[config.mk]
export PLATFORM = sky130hd
export DESIGN_NAME = miriscv_data_arbiter
export DESIGN_NICKNAME = d
export VERILOG_FILES = /design/src/rtl/miriscv_data_arbiter.sv
export SDC_FILE = /design/constraint.sdc
export NUM_CORES = 1
export LEC_CHECK = 0
export BUFFER_PORTS_ARGS = -buffer_cell sky130_fd_sc_hd__buf_2
export CAP_MARGIN = 10
export CORE_AREA = 2 2 123 125
export DETAILED_ROUTE_END_ITERATION = 6
export DIE_AREA = 0 0 125 127
export PLACE_DENSITY = 0.65
export RECOVER_POWER = 25
export SYNTH_ARGS = -nofsm -noshare
export SYNTH_HDL_FRONTEND = slang
export SYNTH_SLANG_ARGS = --single-unit
[constraint.sdc]
create_clock -name clk_i -period 1.95 [get_ports clk_i]
set_input_delay 0.0975 -clock clk_i [delete_from_list [all_inputs] [get_ports clk_i]]
set_output_delay 0.0975 -clock clk_i [all_outputs]
set_load 0.1 [all_outputs]
[src/rtl/miriscv_data_arbiter.sv]
// Two-requester round-robin arbiter onto a single-outstanding data memory port.
// Grants in IDLE, issues one request cycle, then waits for a response or a timeout.
module miriscv_data_arbiter #(
  parameter int unsigned XLEN    = 32,
  parameter int unsigned TIMEOUT = 16
) (
  input  logic              clk_i,
  input  logic              arstn_i,

  input  logic              m0_req_i,
  input  logic              m0_we_i,
  input  logic [XLEN/8-1:0] m0_be_i,
  input  logic [XLEN-1:0]   m0_addr_i,
  input  logic [XLEN-1:0]   m0_wdata_i,
  output logic              m0_gnt_o,
  output logic              m0_rvalid_o,
  output logic [XLEN-1:0]   m0_rdata_o,
  output logic              m0_err_o,

  input  logic              m1_req_i,
  input  logic              m1_we_i,
  input  logic [XLEN/8-1:0] m1_be_i,
  input  logic [XLEN-1:0]   m1_addr_i,
  input  logic [XLEN-1:0]   m1_wdata_i,
  output logic              m1_gnt_o,
  output logic              m1_rvalid_o,
  output logic [XLEN-1:0]   m1_rdata_o,
  output logic              m1_err_o,

  output logic              data_req_o,
  output logic              data_we_o,
  output logic [XLEN/8-1:0] data_be_o,
  output logic [XLEN-1:0]   data_addr_o,
  output logic [XLEN-1:0]   data_wdata_o,
  input  logic              data_rvalid_i,
  input  logic [XLEN-1:0]   data_rdata_i,

  output logic              spurious_o
);

  localparam logic [1:0] StIdle  = 2'd0;
  localparam logic [1:0] StIssue = 2'd1;
  localparam logic [1:0] StWait  = 2'd2;

  localparam logic [7:0] CntLast = 8'(TIMEOUT - 1);

  logic [1:0]        state_q, state_d;
  logic              owner_q, owner_d;
  logic              last_q, last_d;
  logic              we_q, we_d;
  logic [XLEN/8-1:0] be_q, be_d;
  logic [XLEN-1:0]   addr_q, addr_d;
  logic [XLEN-1:0]   wdata_q, wdata_d;
  logic [7:0]        cnt_q, cnt_d;

  logic sel;
  logic gnt_en;
  logic complete;
  logic timed_out;
  logic issuing;

  // On a tie the requester that did not win last time is chosen.
  always_comb begin
    sel    = (m0_req_i && m1_req_i) ? ~last_q : m1_req_i;
    gnt_en = (state_q == StIdle) && (m0_req_i || m1_req_i) && arstn_i;
  end

  always_comb begin
    state_d   = state_q;
    owner_d   = owner_q;
    last_d    = last_q;
    we_d      = we_q;
    be_d      = be_q;
    addr_d    = addr_q;
    wdata_d   = wdata_q;
    cnt_d     = cnt_q;
    complete  = 1'b0;
    timed_out = 1'b0;
    case (state_q)
      StIdle: begin
        if (gnt_en) begin
          state_d = StIssue;
          owner_d = sel;
          last_d  = sel;
          we_d    = sel ? m1_we_i    : m0_we_i;
          be_d    = sel ? m1_be_i    : m0_be_i;
          addr_d  = sel ? m1_addr_i  : m0_addr_i;
          wdata_d = sel ? m1_wdata_i : m0_wdata_i;
        end
      end
      StIssue: begin
        state_d = StWait;
        cnt_d   = 8'd0;
      end
      StWait: begin
        // A response arriving on the timeout cycle still completes normally.
        if (data_rvalid_i) begin
          complete = 1'b1;
          state_d  = StIdle;
        end else if (cnt_q == CntLast) begin
          complete  = 1'b1;
          timed_out = 1'b1;
          state_d   = StIdle;
        end else begin
          cnt_d = cnt_q + 8'd1;
        end
      end
      default: state_d = StIdle;
    endcase
  end

  always_ff @(posedge clk_i or negedge arstn_i) begin
    if (!arstn_i) begin
      state_q <= StIdle;
      owner_q <= 1'b0;
      last_q  <= 1'b1;
      we_q    <= 1'b0;
      be_q    <= '0;
      addr_q  <= '0;
      wdata_q <= '0;
      cnt_q   <= 8'd0;
    end else begin
      state_q <= state_d;
      owner_q <= owner_d;
      last_q  <= last_d;
      we_q    <= we_d;
      be_q    <= be_d;
      addr_q  <= addr_d;
      wdata_q <= wdata_d;
      cnt_q   <= cnt_d;
    end
  end

  always_comb begin
    issuing      = (state_q == StIssue);
    m0_gnt_o     = gnt_en & ~sel;
    m1_gnt_o     = gnt_en & sel;
    m0_rvalid_o  = complete & ~owner_q;
    m1_rvalid_o  = complete & owner_q;
    m0_err_o     = complete & timed_out & ~owner_q;
    m1_err_o     = complete & timed_out & owner_q;
    m0_rdata_o   = (complete && !timed_out && !owner_q) ? data_rdata_i : '0;
    m1_rdata_o   = (complete && !timed_out && owner_q) ? data_rdata_i : '0;
    data_req_o   = issuing;
    data_we_o    = issuing & we_q;
    data_be_o    = issuing ? be_q : '0;
    data_addr_o  = issuing ? addr_q : '0;
    data_wdata_o = issuing ? wdata_q : '0;
    spurious_o   = data_rvalid_i && arstn_i && (state_q != StWait);
  end

endmodule

==> qor.yml <==
power_and_ir_drop:
  power_leakage_nw: 4.89
  finalPower_mw: 16.0
  ir_drop_uv: 1040
  p_per_area_mw_per_mm2: 1490
clock_network:
  clk_path_buf_depth: 2
  cts_tree: "done"
  clk_latency_ns: 0.33
  cts_sinks: 81
  cts_root_buf: "clkbuf_16"
  htree_levels: 3
  cts_buffers: 9
  path_clk_slew_ns: 0.06
floorplanning:
  die_x_um: 125
  initial_utilization_pct: 32.9
  die_area_mm2: 0.0159
  ios: 316
  num_rows: 44
  die_h_um: 127
  core_area_mm2: 0.0144
logic_synthesis:
  yosysWarningCount: 0
  synth_cell_type_count: 43
  synth-edff-count: 0
  syn_avg_cell_area_um2: 9.89
  synth_cells: 480
  syn-cell-area_mm2: 0.00475
  synthTopCellsByCount: "and2_1, dfrtp_1, a221o_1"
  synthMostInstantiatedCell: "and2_1"
  yosys.area.top_type: "dfrtp_1"
  synthTopCellsByArea: "dfrtp_1, and2_1, a221o_1, clkbuf_1, buf_2"
  synth-seq-cells: 81
  synth_top_area_share_pct: 42.2
  async_reset_ff_share_pct: 100
  seq_area_frac_synth_pct: 42.7
  synth-main-ff-cell: "dfrtp_1"
  syn_nets: 661
worst_setup_path:
  critPathCaptureType: "primary output"
  reg2reg_slack_ns: 0.05
  cp_top_family: "buffers and inverters"
  cp_slowest_cell: "dfrtp_1"
  required_ns: 1.85
  cp-start-kind: "register"
  critPathBufInv: 3
  crit_fanout: 8
  critPathArrivalTime_ns: 1.85
  slowest_delay_ns: 0.38
  rr_endpoint: "addr_q[12]$_DFFE_PN0P_"
  r2r-start: "state_q[1]$_DFFE_PN0P_"
  path_cells: "inv_2, ha_4, nand2b_4, nor2_4, clkbuf_16, and2_4, buf_12"
  critical_path_class: "reg2out"
  rr_worst_depth: 7
sta:
  slew_headroom_pct: 32.9
  setup_viol: 2
  finClkSkew_ns: 0.00540
  min_period_ns: 1.95
  worstMarginPinSlew_ns: 1.01
  drv_slew: 0
  rsz0062_at_grt: "true"
  fin_crit_sh_pct: 100
  final-hold-violation-count: 0
  finalWorstSetupSlack_ns: -0.000932
  fmaxAchievable_mhz: 513
final_layout:
  areaGrowthSynthToFinish_pct: 126
  nFillCells: 908
  postLayoutCellArea_mm2: 0.0107
  multi_input_area_mm2: 0.00287
  register_area_mm2: 0.00203
  final_core_util_pct: 74.4
  drive_above_1_share_pct: 57.3
  nets: 1087
global_routing:
  grt_max_degree: 53
  grt_pass1_vias: 5974
  grt_pass1_wl_um: 32900
  grt_use_total_pct: 26.4
  overflow: 0
  grt_antenna_before_repair: 1
placement:
  place_area_mm2: 0.00897
  dp_hpwl_um: 14300
  io_buffers: 315
  gp_congestion: 0.830
route:
  drt-total-wl_um: 22200
  wl_per_cell_um: 20.3
  num_vias: 5653
  drt_iter0_drc: 406
  viasPerCell: 5.16
  drcViolationCount: 0
  ant_nets: 0
  drt-pass1-iter-count: 5
worst_hold_path:
  hp-class: "in2reg"
  worstHoldEndpoint: "addr_q[28]$_DFFE_PN0P_"
  hp-start: "m1_addr_i[28]"
  hold-path-cell-count: 2
flow_run:
  max-cap-violations: 0
status:
  status: "finished, violations left"
  violations: "negative setup slack"
-- kinds of logic (layout without fill, tap and decap cells) --
group                      count (synthesis)  in the layout  share of synthesized area [%]
AOI/OAI and AO/OA                         98             98                           19.4
adders and majority gates                  6              6                           1.58
buffers and inverters                     48            479                           4.35
DFF                                       81             81                           42.7
other                                      0              1                              0
and+or+nand+nor                          247            247                           31.9
-- registers in the layout (all words and copies together) (netlist names) --
signal,count
last_q,1
wdata_q,32
addr_q,32
state_q,2
owner_q,1
cnt_q,8
we_q,1
be_q,4
-- final cells by class --
type,instances,area share (%)
clock buffers,11,2.26
diodes,1,0.0233
flip-flops and latches,81,18.9
multi-input cells,351,26.8
well taps,184,2.15
inverters,6,0.210
clock inverters,5,0.956
repair buffers,457,48.7
-- power by group --
group | internal, mW | total (mW) | switching [mW]
Clock | 1.29 | 1.98 | 0.690
Combinational | 4.48 | 11.2 | 6.75
Sequential | 2.43 | 2.80 | 0.369
Total | 8.20 | 16.0 | 7.81
-- through the flow --
| step | TNS [ns] | worst slack (ns) | hold slack [ns] | std cells |
|---|---|---|---|---|
| after floorplan | -2.06 | -0.382 | -0.198 | 480 |
| after global placement | 0 | 0.178 | 0.273 | 956 |
| after detailed placement | 0 | 0.0936 | 0.274 | 956 |
| after CTS | -0.190 | -0.0571 | 0.000241 | 1080 |
| after global routing | -1.42 | -0.0641 | 0.00375 | 1096 |
| final | -0.00133 | -0.000932 | 0.00759 | 1096 |
-- cell usage in the layout, fill, tap and decap left out, types with 3 or more instances in the layout --
cell and n:
dfrtp_1 79, nand2_1 10, o211ai_1 5, and2_1 69, buf_2 174, bufinv_16 3
and2_4 63, clkbuf_16 12, dlygate4sd3_1 106, buf_4 20, a21o_1 3, nor2_4 6
and2_2 70, nand2b_1 4, nand3_1 7, inv_1 5, buf_12 148, nor2b_1 3
a221o_1 69
-- metal layers --
| metal | global-route usage, % | share of wire [%] | vias up |
|---|---|---|---|
| li1 | - | - | 2559 |
| met5 | 0 | 0 | - |
| met4 | 12.4 | 4.3 | 0 |
| met3 | 6.03 | 7.1 | 45 |
| met2 | 48.2 | 53 | 295 |
| met1 | 29.1 | 36 | 2754 |
-- what timing repair did --
item | 4_1_cts | 5_1_grt
endpoints found under the setup margin | 122 | 197
cloned | 3 | 4
setup buffers | 2 | 8
resized for setup | 16 | 17
pin swaps | 3 | 36
hold buffers | 103 | 3
endpoints found under the hold margin | 139 | 3
-- worst max path at each step --
stage | slack, ns | to | depth (start not counted) | startpoint
floorplan | -0.38 | m0_err_o | 3 | cnt_q[5]$_DFFE_PN0P_
global placement | 0.18 | wdata_q[10]$_DFFE_PN0P_ | 6 | state_q[1]$_DFFE_PN0P_
detailed placement | 0.09 | addr_q[15]$_DFFE_PN0P_ | 6 | state_q[1]$_DFFE_PN0P_
CTS | -0.06 | m0_gnt_o | 6 | state_q[1]$_DFFE_PN0P_
global route | -0.06 | m0_rdata_o[26] | 7 | state_q[0]$_DFFE_PN0P_
finish | -0.0009 | m0_rdata_o[5] | 7 | state_q[0]$_DFFE_PN0P_
Power figures use the tool's default switching activity.
